**src/rtl/usr_pkg.sv**
```systemverilog
// Shared types for the universal shift register: the operation encoding
// and a helper that classifies the operations that advance the bit counter.
package usr_pkg;

    typedef enum logic [2:0] {
        USR_HOLD  = 3'd0,
        USR_SHL   = 3'd1,
        USR_SHR   = 3'd2,
        USR_LOAD  = 3'd3,
        USR_ROL   = 3'd4,
        USR_ROR   = 3'd5,
        USR_CLEAR = 3'd6,
        USR_RSVD  = 3'd7
    } usr_mode_e;

    function automatic logic usr_is_shift(input usr_mode_e mode);
        return (mode == USR_SHL) || (mode == USR_SHR) ||
               (mode == USR_ROL) || (mode == USR_ROR);
    endfunction

endpackage

```
**src/rtl/usr_bit_counter.sv**
```systemverilog
// Modulo-MAX operation counter with a registered pulse on the cycle after wrap.
// clr has priority over inc and always suppresses the pulse.
module usr_bit_counter #(
    parameter int MAX = 4,
    parameter int W   = 2
) (
    input  logic         i_clk,
    input  logic         i_rst_n,
    input  logic         inc,
    input  logic         clr,
    output logic [W-1:0] cnt,
    output logic         wrap_pulse
);

    // Wrap at MAX-1 explicitly so non-power-of-two widths never reach 2^W-1.
    localparam logic [W-1:0] LAST = W'(MAX - 1);

    logic [W-1:0] cnt_reg, cnt_next;
    logic         wrap_reg, wrap_next;

    always_comb begin
        cnt_next  = cnt_reg;
        wrap_next = 1'b0;
        if (clr) begin
            cnt_next = '0;
        end else if (inc) begin
            if (cnt_reg == LAST) begin
                cnt_next  = '0;
                wrap_next = 1'b1;
            end else begin
                cnt_next = cnt_reg + 1'b1;
            end
        end
    end

    always_ff @(posedge i_clk or negedge i_rst_n) begin
        if (!i_rst_n) begin
            cnt_reg  <= '0;
            wrap_reg <= 1'b0;
        end else begin
            cnt_reg  <= cnt_next;
            wrap_reg <= wrap_next;
        end
    end

    assign cnt        = cnt_reg;
    assign wrap_pulse = wrap_reg;

endmodule

```
**src/rtl/usr_shift_reg.sv**
```systemverilog
// Universal shift register: hold / shift left-right / load / rotate / clear,
// with an operation counter that pulses once per WIDTH shifts or rotates.
module usr_shift_reg
    import usr_pkg::*;
#(
    parameter int          WIDTH     = 4,
    parameter logic [63:0] RESET_VAL = 64'd0,
    localparam int         CNT_W     = $clog2(WIDTH)
) (
    input  logic             i_clk,
    input  logic             i_rst_n,
    input  logic             i_en,
    input  logic [2:0]       i_mode,
    input  logic             i_sin,
    input  logic [WIDTH-1:0] i_pdata,
    output logic [WIDTH-1:0] o_q,
    output logic             o_sout_msb,
    output logic             o_sout_lsb,
    output logic [CNT_W-1:0] o_bit_cnt,
    output logic             o_frame_done
);

    localparam logic [WIDTH-1:0] RST_Q = RESET_VAL[WIDTH-1:0];

    usr_mode_e        mode;
    logic [WIDTH-1:0] q_reg, q_next;
    logic             do_shift;
    logic             do_restart;

    assign mode = usr_mode_e'(i_mode);

    always_comb begin
        q_next = q_reg;
        if (i_en) begin
            case (mode)
                USR_SHL:   q_next = {q_reg[WIDTH-2:0], i_sin};
                USR_SHR:   q_next = {i_sin, q_reg[WIDTH-1:1]};
                USR_LOAD:  q_next = i_pdata;
                USR_ROL:   q_next = {q_reg[WIDTH-2:0], q_reg[WIDTH-1]};
                USR_ROR:   q_next = {q_reg[0], q_reg[WIDTH-1:1]};
                USR_CLEAR: q_next = '0;
                default:   q_next = q_reg;
            endcase
        end
    end

    always_ff @(posedge i_clk or negedge i_rst_n) begin
        if (!i_rst_n) begin
            q_reg <= RST_Q;
        end else begin
            q_reg <= q_next;
        end
    end

    // LOAD and CLEAR start a fresh frame; only shifts and rotates advance it.
    assign do_shift   = i_en && usr_is_shift(mode);
    assign do_restart = i_en && ((mode == USR_LOAD) || (mode == USR_CLEAR));

    usr_bit_counter #(
        .MAX (WIDTH),
        .W   (CNT_W)
    ) u_bit_counter (
        .i_clk      (i_clk),
        .i_rst_n    (i_rst_n),
        .inc        (do_shift),
        .clr        (do_restart),
        .cnt        (o_bit_cnt),
        .wrap_pulse (o_frame_done)
    );

    assign o_q        = q_reg;
    assign o_sout_msb = q_reg[WIDTH-1];
    assign o_sout_lsb = q_reg[0];

    a_mode_known : assert property (@(posedge i_clk) disable iff (!i_rst_n)
        i_en |-> !$isunknown(i_mode));

endmodule

```
**config.mk**
```make
export PLATFORM = sky130hd
export DESIGN_NAME = usr_shift_reg
export DESIGN_NICKNAME = d
export VERILOG_FILES = /design/src/rtl/usr_pkg.sv /design/src/rtl/usr_bit_counter.sv /design/src/rtl/usr_shift_reg.sv
export SDC_FILE = /design/constraint.sdc
export NUM_CORES = 1
export LEC_CHECK = 0
export CAP_MARGIN = 15
export CORE_MARGIN = 4
export CORE_UTILIZATION = 45
export CTS_CLUSTER_SIZE = 20
export DETAILED_ROUTE_END_ITERATION = 12
export PLACE_DENSITY = 0.73
export SETUP_SLACK_MARGIN = 0.2
export SLEW_MARGIN = 20
export SYNTH_ARGS = -nofsm -noshare
export SYNTH_HDL_FRONTEND = slang
export SYNTH_SLANG_ARGS = --single-unit
```
**constraint.sdc**
```tcl
create_clock -name i_clk -period 2.8 [get_ports i_clk]
set_input_delay 0.42 -clock i_clk [delete_from_list [all_inputs] [get_ports i_clk]]
set_output_delay 0.42 -clock i_clk [all_outputs]
set_load 0.03 [all_outputs]
```
==> metrics.yaml, run 1 <==
p_sw_share_pct: 41.6
ant_nets: 0
critical_path_class: "in -> reg"
hp-class: "in -> async"
pwr-share-seq_pct: 31.6
grt_pass1_wl_um: 2460
arrival_ns: 2.11
p_per_area_mw_per_mm2: 612
totalPowerFinal_uw: 511
ys_ff_latch: 7
r2r_slack_ns: 1.36
drive_gt1_share_pct: 10.6
clk-insertion-delay-late_ns: 0.25
status: "finished clean"
seq_area_frac_synth_pct: 26.3
rsz0062_at_grt: "false"
dieHeight_um: 46.5
ios: 20
setup_ws_ns: 0.840
layout_min_cycle_time_ns: 1.96
final_nets: 107
ys.warnings.count: 0
cts_hold_buf: 0
reg2reg_from: "u_bit_counter.cnt[0]"
syn-instance-count: 78
final_cell_mix: "19 x clkdlybuf4s50_1, 9 x nand2_1, 7 x nor2_1, 7 x dfrtp_1, 5 x inv_1"
clkPwrFrac_pct: 17.5
post-route-period-util_pct: 70.0
synthDistinctLibCells: 32
cts-htree-levels: 1
dpl.cell_count: 105
pwr-share-comb_pct: 50.9
post_drt_via_cell_ratio: 5.75
critPathRequiredTime_ns: 2.95
syn_to_final_growth_pct: 25.4
core.rowCount: 13
dpl.hpwl_um: 1120
firstDrtPassIters: 5
avgSynthCellArea_sq_um: 8.53
start_util_pct: 49.3
cts_made_buffers: 3
clkTransAtPathRegs_ns: 0.05
cts.path.max_buffers: 2
pre_cts_slack_ns: 0.588
syn_nets: 90
place_congestion: 0.823
io_buffers: 19
layout_commonest_cell: "clkdlybuf4s50_1"
cts_tree: "done"
overflow: 0
wl_per_cell_um: 13.6
fmax_ghz: 0.510
intPower_uw: 299
tightestPinTransition_ns: 0.620
final_core_util_pct: 61.8
fillerInstances: 122
clock-sinks: 7
fp.dieArea_sq_mm: 0.00216
dpl_cell_area_sq_um: 808
routed_wl_um: 1480
drc: 0
power.switching_uw: 212
diodes: 0
largest_register_ffs: 4
post_cts_buffers: 0
slew-limit-headroom_pct: 58.5
vdd.ir_drop.worst_mv: 0.416
cts_root_buf: "clkbuf_4"
maxSlewViolCount: 0
reg2regPathDepth: 5
final_cell_area_sq_um: 835
setup_tns_ns: 0
critPathMaxFanout: 18
final_cells: 109
core_sq_mm: 0.00135
leakage_nw: 0.337
timing.rr.end: "u_bit_counter.cnt[0]"
grtUsageTotal_pct: 16.0
fin_skew_ns: 0.00132
die_w_um: 46.5
cts_resized: 0
grt_max_degree: 19
finalHoldViolations: 0
grt_pass1_vias: 558
syn_area_sq_um: 666
hold_slack_ns: 0.434
worst_setup_path_start_kind: "primary input"
drv_cap: 0
finalSetupViolations: 0
dr_total_vias: 627
antenna_found_initial: 0
end_kind: "register"
drt_iter0_markers: 10
[routing by layer]
layer | vias up | global-route usage [%] | routed length [um]
li1 | 315 | - | -
met1 | 291 | 20.2 | 645
met2 | 21 | 25.8 | 744
met3 | 0 | 5.47 | 89
met4 | 0 | 3.98 | 0
met5 | - | 0 | 0
[area by class of cell]
type	instances	area, sq um	share of cell area, %
clock buffers	4	26.3	3.15
flip-flops and latches	7	175	21.0
well taps	15	18.8	2.25
multi-input cells	58	398	47.7
repair buffers	20	198	23.7
inverters	5	18.8	2.25
[cells in the mapped netlist, drive strengths merged]
cell type,number,area share (%)
and2b,1,1.1
dfrtp,7,26
nor2,7,3.9
o41ai,1,1.3
o2bb2ai,1,1.3
a211oi,3,3.4
nor4b,1,2.3
and4b,1,1.5
mux2i,3,4.5
nand2,9,5.1
o32ai,1,2.4
nor3b,3,5.1
nor2b,2,1.9
nand2b,2,1.9
ha,1,1.9
o311ai,1,1.3
a222oi,1,1.5
nand3,3,2.3
a31oi,4,3.8
buf,8,11
mux2,1,1.7
nor4,1,0.94
nor3,1,1.5
inv,5,2.8
a221oi,2,2.6
o21ai,3,2.3
a21oi,5,4.3
[cell families after synthesis]
logic type	after synthesis	synth area share [%]
fa+ha+maj	1	1.88
buf+inv	13	13.9
mux	4	6.20
simple gates	31	27.4
flops	7	26.3
compound gates	22	24.2
[critical path: stages]
cell and delay (ns):
clkdlybuf4s50_1 0.86, inv_1 0.27, a21oi_1 0.21, a21oi_1 0.09
o32ai_2 0.27
[power by group through the flow]
stage,Sequential (mW),Combinational (mW),Clock [mW]
6_report,0.162,0.260,0.0893
5_1_grt,0.166,0.285,0.100
4_1_cts,0.162,0.261,0.0937
3_3_place_gp,0.162,0.260,0
2_1_floorplan,0.204,0.132,0
3_5_place_dp,0.162,0.261,0
[how the worst max path moves through the flow]
stage	startpoint	depth (start not counted)	to
2_1_floorplan	u_bit_counter.cnt[0]	5	u_bit_counter.cnt[0]
6_report	i_mode[1]	5	o_q[0]
4_1_cts	i_mode[1]	5	o_q[0]
3_5_place_dp	i_mode[1]	5	o_q[0]
3_3_place_gp	i_mode[1]	5	o_q[0]
5_1_grt	i_mode[1]	5	o_q[1]
No activity file was read; power rests on OpenSTA's default activity.
==> inputs of run 2 (changes only) <==
clock period = 1.85 ns   (was 2.8 ns; I/O delays follow)
==> metrics.yaml, run 2 (same netlist as run 1, synthesis figures left out) <==
status: "finished clean"
grt_pass1_wl_um: 2550  # +3.9%
fillerInstances: 129  # +5.7%
drive_gt1_share_pct: 15.2  # +4.5 points
drt_iter0_markers: 9  # -1
clk-insertion-delay-late_ns: 0.26  # about the same
cp_top_family: "buffers and inverters"
post_cts_buffers: 0  # unchanged
place_congestion: 0.797  # -3.2%
setup_ws_ns: 0.336  # -0.504 ns
leakage_nw: 0.416  # +23%
cts_root_buf: "clkbuf_4"
multi_input_area_sq_um: 398  # unchanged
vdd.ir_drop.worst_mv: 0.570  # +37%
dr_total_vias: 645  # +2.9%
finalSetupViolations: 0  # unchanged
maxSlewViolCount: 0  # unchanged
clock-sinks: 7  # unchanged
ant_nets: 0  # unchanged
tightestPinTransition_ns: 0.325  # -0.295 ns
ios: 20  # unchanged
syn_to_final_growth_pct: 33.5
finalHoldViolations: 0  # unchanged
final_cell_mix: "10 x clkdlybuf4s50_1, 9 x nand2_1, 7 x nor2_1, 7 x dfrtp_1"
drv_cap: 0  # unchanged
fmax_ghz: 0.661
worst_setup_path_start_kind: "register"
diodes: 0  # unchanged
critPathBufInv: 1  # -1
core.rowCount: 13  # unchanged
setup_tns_ns: 0  # unchanged
largest_register_ffs: 4  # unchanged
cp_cell_sequence: "clkdlybuf4s50_1"
cts_made_buffers: 3  # unchanged
dpl.hpwl_um: 1190  # +5.9%
hold_slack_ns: 0.263  # -0.171 ns
routed_wl_um: 1490  # +0.81%
cp_slowest_cell: "clkdlybuf4s50_1"
layout_min_cycle_time_ns: 1.51
layout_commonest_cell: "clkdlybuf4s50_1"
dieHeight_um: 46.5  # unchanged
grt_pass1_vias: 604  # +8.2%
firstDrtPassIters: 4  # -1
slowest_delay_ns: 0.66  # -0.20 ns
cts_hold_buf: 0  # unchanged
arrival_ns: 1.24  # -0.87 ns
final_nets: 112  # +4.7%
critical_path_class: "reg -> out"
cts_tree: "done"
totalPowerFinal_uw: 767  # +50%
antenna_found_initial: 0  # unchanged
p_per_area_mw_per_mm2: 864  # +41%
final_core_util_pct: 65.8  # +4.0 points
rsz0062_at_grt: "false"
drc: 0  # unchanged
start_util_pct: 49.3  # unchanged
grt_max_degree: 20  # +1
post-route-period-util_pct: 81.8
overflow: 0  # unchanged
post_drt_via_cell_ratio: 5.66  # -1.6%
cts.path.max_buffers: 2  # unchanged
fp.dieArea_sq_mm: 0.00216  # unchanged
grtUsageTotal_pct: 16.8  # +0.80 points
cts-htree-levels: 1  # unchanged
clkTransAtPathRegs_ns: 0.05  # about the same
slew-limit-headroom_pct: 78.3  # +20 points
critPathMaxFanout: 1  # -17
critPathRequiredTime_ns: 1.57  # -1.38 ns
end_kind: "output port"
fin_skew_ns: 0.00473  # +0.00341 ns
wl_per_cell_um: 13.1  # -3.6%
register_area_sq_um: 175  # unchanged
die_w_um: 46.5  # unchanged
hp-class: "in -> async"
io_buffers: 19  # unchanged
pre_cts_slack_ns: 0.0149  # -0.573 ns
cts_resized: 5  # +5
core_sq_mm: 0.00135  # unchanged
[run 2: worst paths after layout]
| check | from | to | slack [ns] | cells past startpoint |
|---|---|---|---|---|
| worst max-delay path | u_bit_counter.wrap_pulse | o_frame_done | 0.34 | 1 |
| worst max register to register | u_bit_counter.cnt[0] | u_bit_counter.cnt[0] | 0.38 | 5 |
| worst min-delay path | i_rst_n | o_q[1] | 0.26 | 1 |
| max in group asynchronous | i_rst_n | o_q[2] | 1.36 | 1 |
| min in group i_clk | i_mode[1] | u_bit_counter.cnt[0] | 0.57 | 5 |
| worst min register to register | o_q[0] | o_q[0] | 0.62 | 2 |
[run 2: area by class of cell]
cell class | count | area share (%)
sequential | 7 | 19.7
clock buffer | 4 | 2.96
multi-input combinational | 58 | 44.8
inverter | 5 | 2.11
tap | 15 | 2.11
timing repair buffer | 25 | 28.3
[run 2: per-layer routing]
metal / part of all wire [%] / vias to the layer above / GRT usage (%)
met5: 0 / - / 0
met4: 0.87 / 0 / 6.82
met3: 4.6 / 2 / 4.69
met1: 44 / 301 / 18.8
li1: - / 328 / -
met2: 51 / 14 / 29.4
[run 2: where the power goes]
group	internal, mW	switching [mW]	leakage, nW	total, mW
sequential	0.190	0.0489	0.0849	0.239
clock	0.0825	0.0600	0.0150	0.142
combinational	0.169	0.217	0.316	0.386
total	0.442	0.326	0.416	0.767
[run 2: per-stage QoR]
| stage | area (sq um) | instances |
|---|---|---|
| 6_report | 888 | 114 |
| 5_1_grt | 888 | 114 |
| 4_1_cts | 878 | 114 |
| 3_5_place_dp | 858 | 110 |
| 3_3_place_gp | 858 | 110 |
| 2_1_floorplan | 666 | 78 |
==> inputs of run 3 (changes only) <==
clock period = 1.44 ns   (was 1.85 ns; I/O delays follow)
==> metrics.yaml, run 3 (same netlist as run 1, synthesis figures left out) <==
status: "finished clean"
cp-endpoint: "o_bit_cnt[0]"
clock-sinks: 7  # unchanged
start_util_pct: 49.3  # unchanged
grtUsageTotal_pct: 17.9  # +1.1 points
grt_pass1_vias: 699  # +16%
path_depth: 1  # unchanged
core_sq_mm: 0.00135  # unchanged
grt_max_degree: 12  # -40%
ios: 20  # unchanged
hp-class: "in -> async"
clk-insertion-delay-late_ns: 0.25  # about the same
overflow: 0  # unchanged
die_w_um: 46.5  # unchanged
critPathMaxFanout: 6  # +5
gr-usage-met3_pct: 5.08  # +0.39 points
reg2regPathDepth: 5  # unchanged
power.switching_uw: 451  # +38%
p_sw_share_pct: 41.3  # -1.2 points
fp.dieArea_sq_mm: 0.00216  # unchanged
cts-htree-levels: 1  # unchanged
cts_hold_buf: 0  # unchanged
fin_skew_ns: 0.00387  # -0.000856 ns
dr_total_vias: 710  # +10%
grt_pass1_wl_um: 2720  # +6.5%
rsz0062_at_grt: "true"
routed_wl_um: 1760  # +18%
finalHoldViolations: 0  # unchanged
cts_tree: "done"
dpl.cell_count: 116  # +5.5%
post-route-period-util_pct: 89.8
totalPowerFinal_mw: 1.09  # +42%
gr-max-usage-layer: "met2"
arrival_ns: 1.08  # -0.16 ns
largest_register_ffs: 4  # unchanged
drive_gt1_share_pct: 38.2  # +23 points
leakage_nw: 0.437  # +5.2%
final_cell_mix: "14 x buf_4, 9 x nand2_1, 7 x nor2_1"
post_drt_via_cell_ratio: 5.68  # +0.39%
critPathRequiredTime_ns: 1.22  # -0.35 ns
drv_cap: 0  # unchanged
diodes: 0  # unchanged
dieHeight_um: 46.5  # unchanged
wl_per_cell_um: 14.1  # +7.7%
core.rowCount: 13  # unchanged
cts.path.max_buffers: 2  # unchanged
cp_top_family: "flip-flops"
grtUsageMet2_pct: 32.4  # +3.0 points
worst_setup_path_start_kind: "register"
place_congestion: 0.849  # +6.6%
syn_to_final_growth_pct: 47.9
tightestPinTransition_ns: 0.335  # +0.00901 ns
grtUsageMet1_pct: 18.6  # -0.19 points
pwr-share-seq_pct: 28.8  # -2.4 points
ant_nets: 0  # unchanged
layout_min_cycle_time_ns: 1.29
cts_made_buffers: 3  # unchanged
timing.rr.end: "u_bit_counter.cnt[0]"
end_kind: "output port"
cts_root_buf: "clkbuf_4"
clkTransAtPathRegs_ns: 0.05  # about the same
antenna_found_initial: 0  # unchanged
reg2reg_from: "u_bit_counter.cnt[0]"
pwr-share-comb_pct: 55.2  # +4.9 points
fmax_ghz: 0.774
final_cells: 125  # +9.6%
critPathBufInv: 1  # unchanged
final_nets: 123  # +9.8%
slowest_delay_ns: 0.42  # -0.24 ns
startpoint: "u_bit_counter.cnt[0]"
p_per_area_mw_per_mm2: 1110  # +28%
vdd.ir_drop.worst_mv: 0.781  # +37%
drc: 0  # unchanged
dpl.hpwl_um: 1270  # +7.2%
cp_cell_sequence: "dlygate4sd2_1"
critical_path_class: "reg -> out"
layout_commonest_cell: "buf_4"
maxSlewViolCount: 0  # unchanged
r2r_slack_ns: 0.15  # -0.23 ns
finalSetupViolations: 0  # unchanged
fillerInstances: 112  # -13%
intPower_uw: 642  # +45%
io_buffers: 19  # unchanged
drt_iter0_markers: 9  # unchanged
clkPwrFrac_pct: 16.0  # -2.6 points
cp_slowest_cell: "dfrtp_2"
slew-limit-headroom_pct: 77.6  # -0.64 points
firstDrtPassIters: 4  # unchanged
==> run 3: layer usage <==
layer  vias up  wire (um)  share of wire, %
li1        351          -                 -
met1       329        722                41
met2        26        922                52
met3         4         80               4.5
met4         0         34               1.9
met5         -          0                 0
==> run 3: worst register-to-register path, stage by stage (launching register included) <==
cell      delay (ns)
dfrtp_2         0.42
ha_4            0.16
nor3b_1         0.05
mux2_2          0.26
a222oi_1        0.20
nand2_1         0.08
==> run 3: worst min path at each step <==
stage | slack [ns] | cells past startpoint | endpoint | from
2_1_floorplan | -0.08 | 0 | o_q[0] | i_rst_n
3_3_place_gp | 0.49 | 1 | u_bit_counter.wrap_pulse | i_rst_n
3_5_place_dp | 0.50 | 1 | u_bit_counter.wrap_pulse | i_rst_n
4_1_cts | 0.23 | 1 | u_bit_counter.wrap_pulse | i_rst_n
5_1_grt | 0.26 | 1 | u_bit_counter.wrap_pulse | i_rst_n
6_report | 0.23 | 1 | u_bit_counter.wrap_pulse | i_rst_n
==> run 3: area by class of cell <==
class / count / area, sq um / share of cell area, %
clock buffer: 4 / 26.3 / 2.67
inverter: 5 / 18.8 / 1.91
multi-input combinational: 58 / 419 / 42.6
sequential: 7 / 180 / 18.3
tap: 15 / 18.8 / 1.91
timing repair buffer: 36 / 322 / 32.7
==> run 3: what timing repair did <==
| item | CTS | global route |
|---|---|---|
| endpoints found under the hold margin | 0 | 0 |
| setup endpoints to repair | 15 | 8 |
| resized for setup | 29 | 7 |
| cloned | 2 | 0 |
| setup buffers | 2 | 1 |
| pin swaps | 1 | 3 |
==> run 3: through the flow <==
stage | worst slack, ns | setup TNS, ns | utilization [%] | area, sq um | hold WS, ns
finish | 0.148 | 0 | 72.9 | 985 | 0.234
global route | 0.0557 | 0 | 72.9 | 985 | 0.259
floorplan | 0.0757 | 0 | - | 683 | -0.0796
detailed placement | -0.172 | -0.855 | 67.3 | 908 | 0.497
global placement | -0.151 | -0.712 | 67.3 | 908 | 0.493
CTS | 0.133 | 0 | 71.9 | 971 | 0.226
==> run 3: power by group through the flow <==
stage,logic (mW),clock network (mW),registers (mW)
floorplan,0.274,0,0.415
global placement,0.561,0,0.326
detailed placement,0.575,0,0.327
CTS,0.577,0.183,0.322
global route,0.658,0.193,0.323
finish,0.603,0.174,0.315
